==> config.mk <==
export PLATFORM = sky130hd
export DESIGN_NAME = rmgmt_mul_branch_ext
export DESIGN_NICKNAME = d
export VERILOG_FILES = /design/src/rtl/rmgmt_mul_branch_ext.sv
export SDC_FILE = /design/constraint.sdc
export NUM_CORES = 1
export LEC_CHECK = 0
export ABC_AREA = 1
export CAP_MARGIN = 10
export CORE_MARGIN = 5
export CORE_UTILIZATION = 47
export DETAILED_ROUTE_END_ITERATION = 16
export PLACE_DENSITY = 0.7
export SYNTH_ARGS = -nofsm -noshare
export SYNTH_HDL_FRONTEND = slang
export SYNTH_SLANG_ARGS = --single-unit
==> constraint.sdc <==
create_clock -name CLK -period 2.77 [get_ports CLK]
set_clock_uncertainty 0.05 [all_clocks]
set_input_delay 0.554 -clock CLK [delete_from_list [all_inputs] [get_ports CLK]]
set_output_delay 0.554 -clock CLK [all_outputs]
set_load 0.02 [all_outputs]
==> src/rtl/rmgmt_mul_branch_ext.sv <==
// RISC-MGMT example extension: iterative unsigned multiplier (MUL / MULHU)
// plus a single-cycle compare-equal branch (BEQX) and an illegal-op trap.
//
// Handshake: the core holds start high for as long as busy is high. The
// extension drops busy in the cycle it asserts reg_w (DONE), which is when
// the pipeline advances. A branch or illegal op never raises busy. flush
// overrides everything and drops the instruction in the cycle it is seen.
//
// The cycle after nRST is released is treated as quiet. All outputs stay 0
// and start is not accepted, so nothing issues while the pipeline refills.
//
// BITS_PER_CYCLE must be 1, 2, 4 or 8 so that it divides 32 exactly.
module rmgmt_mul_branch_ext #(
    parameter  int BITS_PER_CYCLE = 1,
    localparam int N_ITER         = 32 / BITS_PER_CYCLE,
    localparam int CNT_W          = 6
) (
    input  logic        CLK,
    input  logic        nRST,
    input  logic        start,
    input  logic [1:0]  op,
    input  logic [12:0] imm,
    input  logic        flush,
    input  logic [31:0] rdata_s_0,
    input  logic [31:0] rdata_s_1,
    input  logic [31:0] pc,
    output logic        exception,
    output logic        busy,
    output logic        reg_w,
    output logic [31:0] reg_wdata,
    output logic        branch_jump,
    output logic [31:0] br_j_addr,
    output logic [1:0]  dbg_state
);

    typedef enum logic [1:0] {
        S_IDLE = 2'd0,
        S_MUL  = 2'd1,
        S_DONE = 2'd2
    } state_t;

    localparam logic [1:0] OP_MUL   = 2'b00;
    localparam logic [1:0] OP_MULHU = 2'b01;
    localparam logic [1:0] OP_BEQX  = 2'b10;
    localparam logic [1:0] OP_ILL   = 2'b11;

    state_t             state;
    state_t             state_next;
    logic               active;
    logic [63:0]        acc;
    logic [63:0]        mcand;
    logic [31:0]        mplier;
    logic [CNT_W-1:0]   cnt;
    logic               op_hi;
    logic               load;
    logic               step;
    logic [63:0]        partial;
    logic [31:0]        br_offset;
    logic               unused_imm0;

    // Byte offset bit 0 is not part of the target; keep it visibly consumed.
    assign unused_imm0 = imm[0];

    assign dbg_state = state;

    // Goes high one clock after reset release and stays high.
    always_ff @(posedge CLK or negedge nRST) begin
        if (!nRST) begin
            active <= 1'b0;
        end else begin
            active <= 1'b1;
        end
    end

    // State register.
    always_ff @(posedge CLK or negedge nRST) begin
        if (!nRST) begin
            state <= S_IDLE;
        end else begin
            state <= state_next;
        end
    end

    // Next state and all control outputs; flush and the quiet cycle win.
    always_comb begin
        state_next  = state;
        busy        = 1'b0;
        reg_w       = 1'b0;
        exception   = 1'b0;
        branch_jump = 1'b0;
        load        = 1'b0;
        step        = 1'b0;
        if (!active) begin
            state_next = S_IDLE;
        end else if (flush) begin
            state_next = S_IDLE;
        end else begin
            case (state)
                S_IDLE: begin
                    if (start) begin
                        case (op)
                            OP_MUL, OP_MULHU: begin
                                load       = 1'b1;
                                busy       = 1'b1;
                                state_next = S_MUL;
                            end
                            OP_BEQX: begin
                                branch_jump = (rdata_s_0 == rdata_s_1);
                            end
                            OP_ILL: begin
                                exception = 1'b1;
                            end
                            default: begin
                                exception = 1'b0;
                            end
                        endcase
                    end
                end
                S_MUL: begin
                    busy = 1'b1;
                    step = 1'b1;
                    // Last iteration retires the final multiplier bits.
                    if (cnt == CNT_W'(1)) begin
                        state_next = S_DONE;
                    end
                end
                S_DONE: begin
                    reg_w      = 1'b1;
                    state_next = S_IDLE;
                end
                default: begin
                    state_next = S_IDLE;
                end
            endcase
        end
    end

    // Partial product of the multiplicand and the low multiplier bits,
    // built as a shift-add so the width stays a plain 64-bit adder chain.
    always_comb begin
        partial = '0;
        for (int i = 0; i < BITS_PER_CYCLE; i++) begin
            if (mplier[i]) begin
                partial = partial + (mcand << i);
            end
        end
    end

    // Multiplier datapath: load operands on issue, accumulate per iteration.
    always_ff @(posedge CLK or negedge nRST) begin
        if (!nRST) begin
            acc    <= '0;
            mcand  <= '0;
            mplier <= '0;
            cnt    <= '0;
            op_hi  <= 1'b0;
        end else if (load) begin
            acc    <= '0;
            mcand  <= {32'b0, rdata_s_0};
            mplier <= rdata_s_1;
            cnt    <= CNT_W'(N_ITER);
            op_hi  <= (op == OP_MULHU);
        end else if (step) begin
            acc    <= acc + partial;
            mcand  <= mcand << BITS_PER_CYCLE;
            mplier <= mplier >> BITS_PER_CYCLE;
            cnt    <= cnt - CNT_W'(1);
        end
    end

    // Result half selected from the held accumulator; meaningful under reg_w.
    assign reg_wdata = op_hi ? acc[63:32] : acc[31:0];

    // Branch target: pc plus the sign-extended halfword-aligned offset.
    assign br_offset = {{19{imm[12]}}, imm[12:1], 1'b0};
    assign br_j_addr = active ? (pc + br_offset) : 32'd0;

endmodule

==> flow_summary.yaml, run 1 <==
critical_path:
  startpoint: "pc[24]"
  r2r_start: "mplier[0]"
  worstPathArrival_ns: 2.36
  r2r-end: "acc[58]"
  ff2ff_setup_slack_ns: -0.03
  critical_path.most_common_cell: "a21oi_1"
  cpPeakStageDelay_ns: 0.27
  reg2regPathDepth: 17
  cp-end-kind: "output port"
  start_kind: "input port"
  cp-endpoint: "br_j_addr[31]"
  crit_family: "compound AO/OA/AOI/OAI gates"
  cp_cell_sequence: "dlygate4sd2_1 -> ha_4 -> a21oi_1 -> o21ai_1 -> a21oi_1 -> o21ai_1 -> a21oi_1 -> nand3_1 -> nand2_1 -> nor2_2 -> buf_6"
  cp.required_ns: 2.17
  cp_max_fo: 4
  crit_type: "in2out"
  worst-path-buf-inv: 2
  cpMaxStageDelayCell: "dlygate4sd2_1"
  path_depth: 11
clock_tree:
  numCtsBuffers: 17
  clock-sinks: 170
  cts_hold_buf: 0
  clk_latency_ns: 0.45
  h-tree-depth: 4
  clockRootBuffer: "clkbuf_16"
  clk_pin_slew_ns: 0.07
  cts_tree: "yes"
  clock_path_buffers: 2
yosys:
  synth.area.top_cells: "dfrtp_1, nand2_1, inv_1, ha_1, nand3_1"
  synth_cell_types: 45
  synth.top_cell.area_share_pct: 27.30
  synth_cells: 2615
  ys.warnings.count: 0
  ys_seq_area_share_pct: 27.30
  syn-num-nets: 2827
  ys_seq_elements: 170
  syn_avg_cell_area_sq_um: 5.959
  synth_area_sq_mm: 0.01558
  synth_top_cell_by_area: "dfrtp_1"
sta:
  slew_headroom_pct: 46.52
  setup_viol: 19
  min_period_ns: 2.965
  rsz0062_at_grt: "yes"
  final_max_slew_viol_count: 0
  tightest_slew_ns: 0.8022
  hold_violations: 0
  holdWs_ns: 0.01241
  max_freq_mhz: 337.3
  layout_setup_ws_ns: -0.1945
  timing.final.crit_share_pct: 107.0
route:
  vias_per_cell: 5.349
  drt-initial-drc-count: 1586
  drtAntennaViolNets: 0
  first_pass_iters: 5
  wire_per_inst_um: 18.79
  vias: 18870
  drc: 0
  totalWireLength_mm: 66.27
place:
  place_ws_ns: -1.219
  dp_hpwl_mm: 49.97
  io_buffers: 183
  placed_cell_area_sq_mm: 0.01989
  gp_congestion: 1.057
grt:
  grtUsageTotal_pct: 34.74
  antenna_found_initial: 4
  grt_max_degree: 60
  grt_pass1_vias: 18170
  grt_remaining_overflow: 0
  grt_first_pass_wirelength_mm: 99.34
finish:
  drive_gt1_share_pct: 25.45
  areaGrowthSynthToFinish_pct: 47.82
  fillers: 2764
  final_cell_mix: "nand2_1, inv_1, buf_4"
  final_area_sq_mm: 0.02304
  postLayoutCoreUtil_pct: 70.62
  fin_nets: 3281
  final_common_cell: "nand2_1"
worst_hold_path:
  hp-class: "in2async"
power:
  irDropWorstVdd_mv: 0.5334
  leakage_nw: 12.22
  powerDensity_mw_per_mm2: 415.9
die:
  io_pins: 185
  die_area_sq_mm: 0.03690
  num_rows: 66
  core_sq_mm: 0.03262
  die_h_um: 192.1
  die_w_um: 192.1
  initial_core_util_pct: 47.78
run_status:
  violations: "setup timing"
  status: "complete, but fails checks"
job:
  cap_violations: 0
repair_timing:
action                     in CTS  in global routing
setup buffers                  22                 18
resized for setup             510                302
gates cloned                    2                  1
pin swaps                      91                 90
setup endpoints to repair      44                 76
cell usage after synthesis (all sizes together):
cell / instances
nand2: 1021
inv: 516
dfrtp: 170
nor2: 165
nand3: 134
o21ai: 132
a21oi: 111
ha: 95
o22ai: 40
buf: 38
a22oi: 26
nor3: 24
clkbuf: 20
xnor2: 19
o211ai: 17
or2: 15
nand4: 12
nor4: 11
o21bai: 9
xor2: 9
nand3b: 5
a21boi: 4
and2: 4
a21o: 3
a221oi: 3
o21a: 3
fa: 2
a211o: 1
a211oi: 1
clkinv: 1
conb: 1
nor3b: 1
o2111ai: 1
o32ai: 1
how the worst min path moves through the flow:
stage	startpoint	end	slack (ns)
2_1_floorplan	nRST	acc[0]	0.21
3_3_place_gp	mplier[23]	mplier[23]	0.41
3_5_place_dp	mplier[22]	mplier[22]	0.42
4_1_cts	nRST	mplier[12]	0.03
5_1_grt	nRST	mplier[12]	0.04
6_report	nRST	mplier[12]	0.01
cell type report:
class                   instances  area, sq um  area share (%)
clock inverters                10        108.9          0.4725
repair buffers                493         4454           19.34
inverters                     517         1952           8.473
clock buffers                  21        470.5           2.042
well taps                     442        553.0           2.401
diodes                          4        10.01         0.04345
multi-input cells            1870        11230           48.75
flip-flops and latches        170         4257           18.48
sequential cells by signal, indices dropped and copies added (netlist names):
| signal | flops |
|---|---|
| cnt | 6 |
| mcand | 64 |
| active | 1 |
| mplier | 32 |
| acc | 64 |
| op_hi | 1 |
| dbg_state | 2 |
power breakdown:
| part | internal [mW] | switching, mW | leakage, nW |
|---|---|---|---|
| combinational | 1.73 | 2.18 | 9.69 |
| clock | 1.33 | 1.13 | 0.279 |
| sequential | 2.87 | 0.333 | 2.25 |
| total | 5.93 | 3.65 | 12.2 |
kinds of logic after synthesis:
logic type / synth area share [%]
and+or+nand+nor: 35.91
buffers and inverters: 14.52
AOI/OAI and AO/OA: 12.78
DFF: 27.30
adders and majority gates: 7.884
xor gates and xnor gates: 1.574
other: 0.02406
per-layer routing:
layer  vias up  routed length (um)  GRT usage [%]
met3       155                5053          4.435
li1       9043                   -              -
met4         0                2505          10.75
met5         -                   0              0
met1      8884               28430          48.59
met2       783               30280          56.24
through the flow:
step                      total power, mW  setup TNS, ns  cells
after floorplan                     4.753              0   2615
after global placement              6.170         -29.70   3455
after detailed placement            6.248         -33.79   3455
after CTS                           9.062        -0.8623   3508
after global routing                10.06         -4.108   3527
final                               9.580         -1.518   3527
worst register-to-register path, stage by stage (launching register included):
cell,delay [ns]
dfrtp_2,0.49
buf_12,0.16
clkbuf_16,0.19
nand2_1,0.09
inv_1,0.04
ha_1,0.29
nand2_1,0.15
inv_1,0.11
nand2_1,0.14
nor3_1,0.30
nand2_1,0.12
nor2_1,0.12
buf_4,0.15
nand2_1,0.07
nand2_1,0.07
nand2_1,0.04
nand3_1,0.06
nand2_1,0.05
(Power assumes the default switching activity.)
==> inputs of run 2 (changes only) <==
--- a/config.mk
+++ b/config.mk
@@ -9,6 +9,7 @@
 export CAP_MARGIN = 10
 export CORE_MARGIN = 5
 export CORE_UTILIZATION = 47
+export CTS_CLUSTER_SIZE = 25
 export DETAILED_ROUTE_END_ITERATION = 16
 export PLACE_DENSITY = 0.7
 export SYNTH_ARGS = -nofsm -noshare
==> results of run 2 <==
Same layout as run 1: the final DEF is identical, and so are final timing and power.
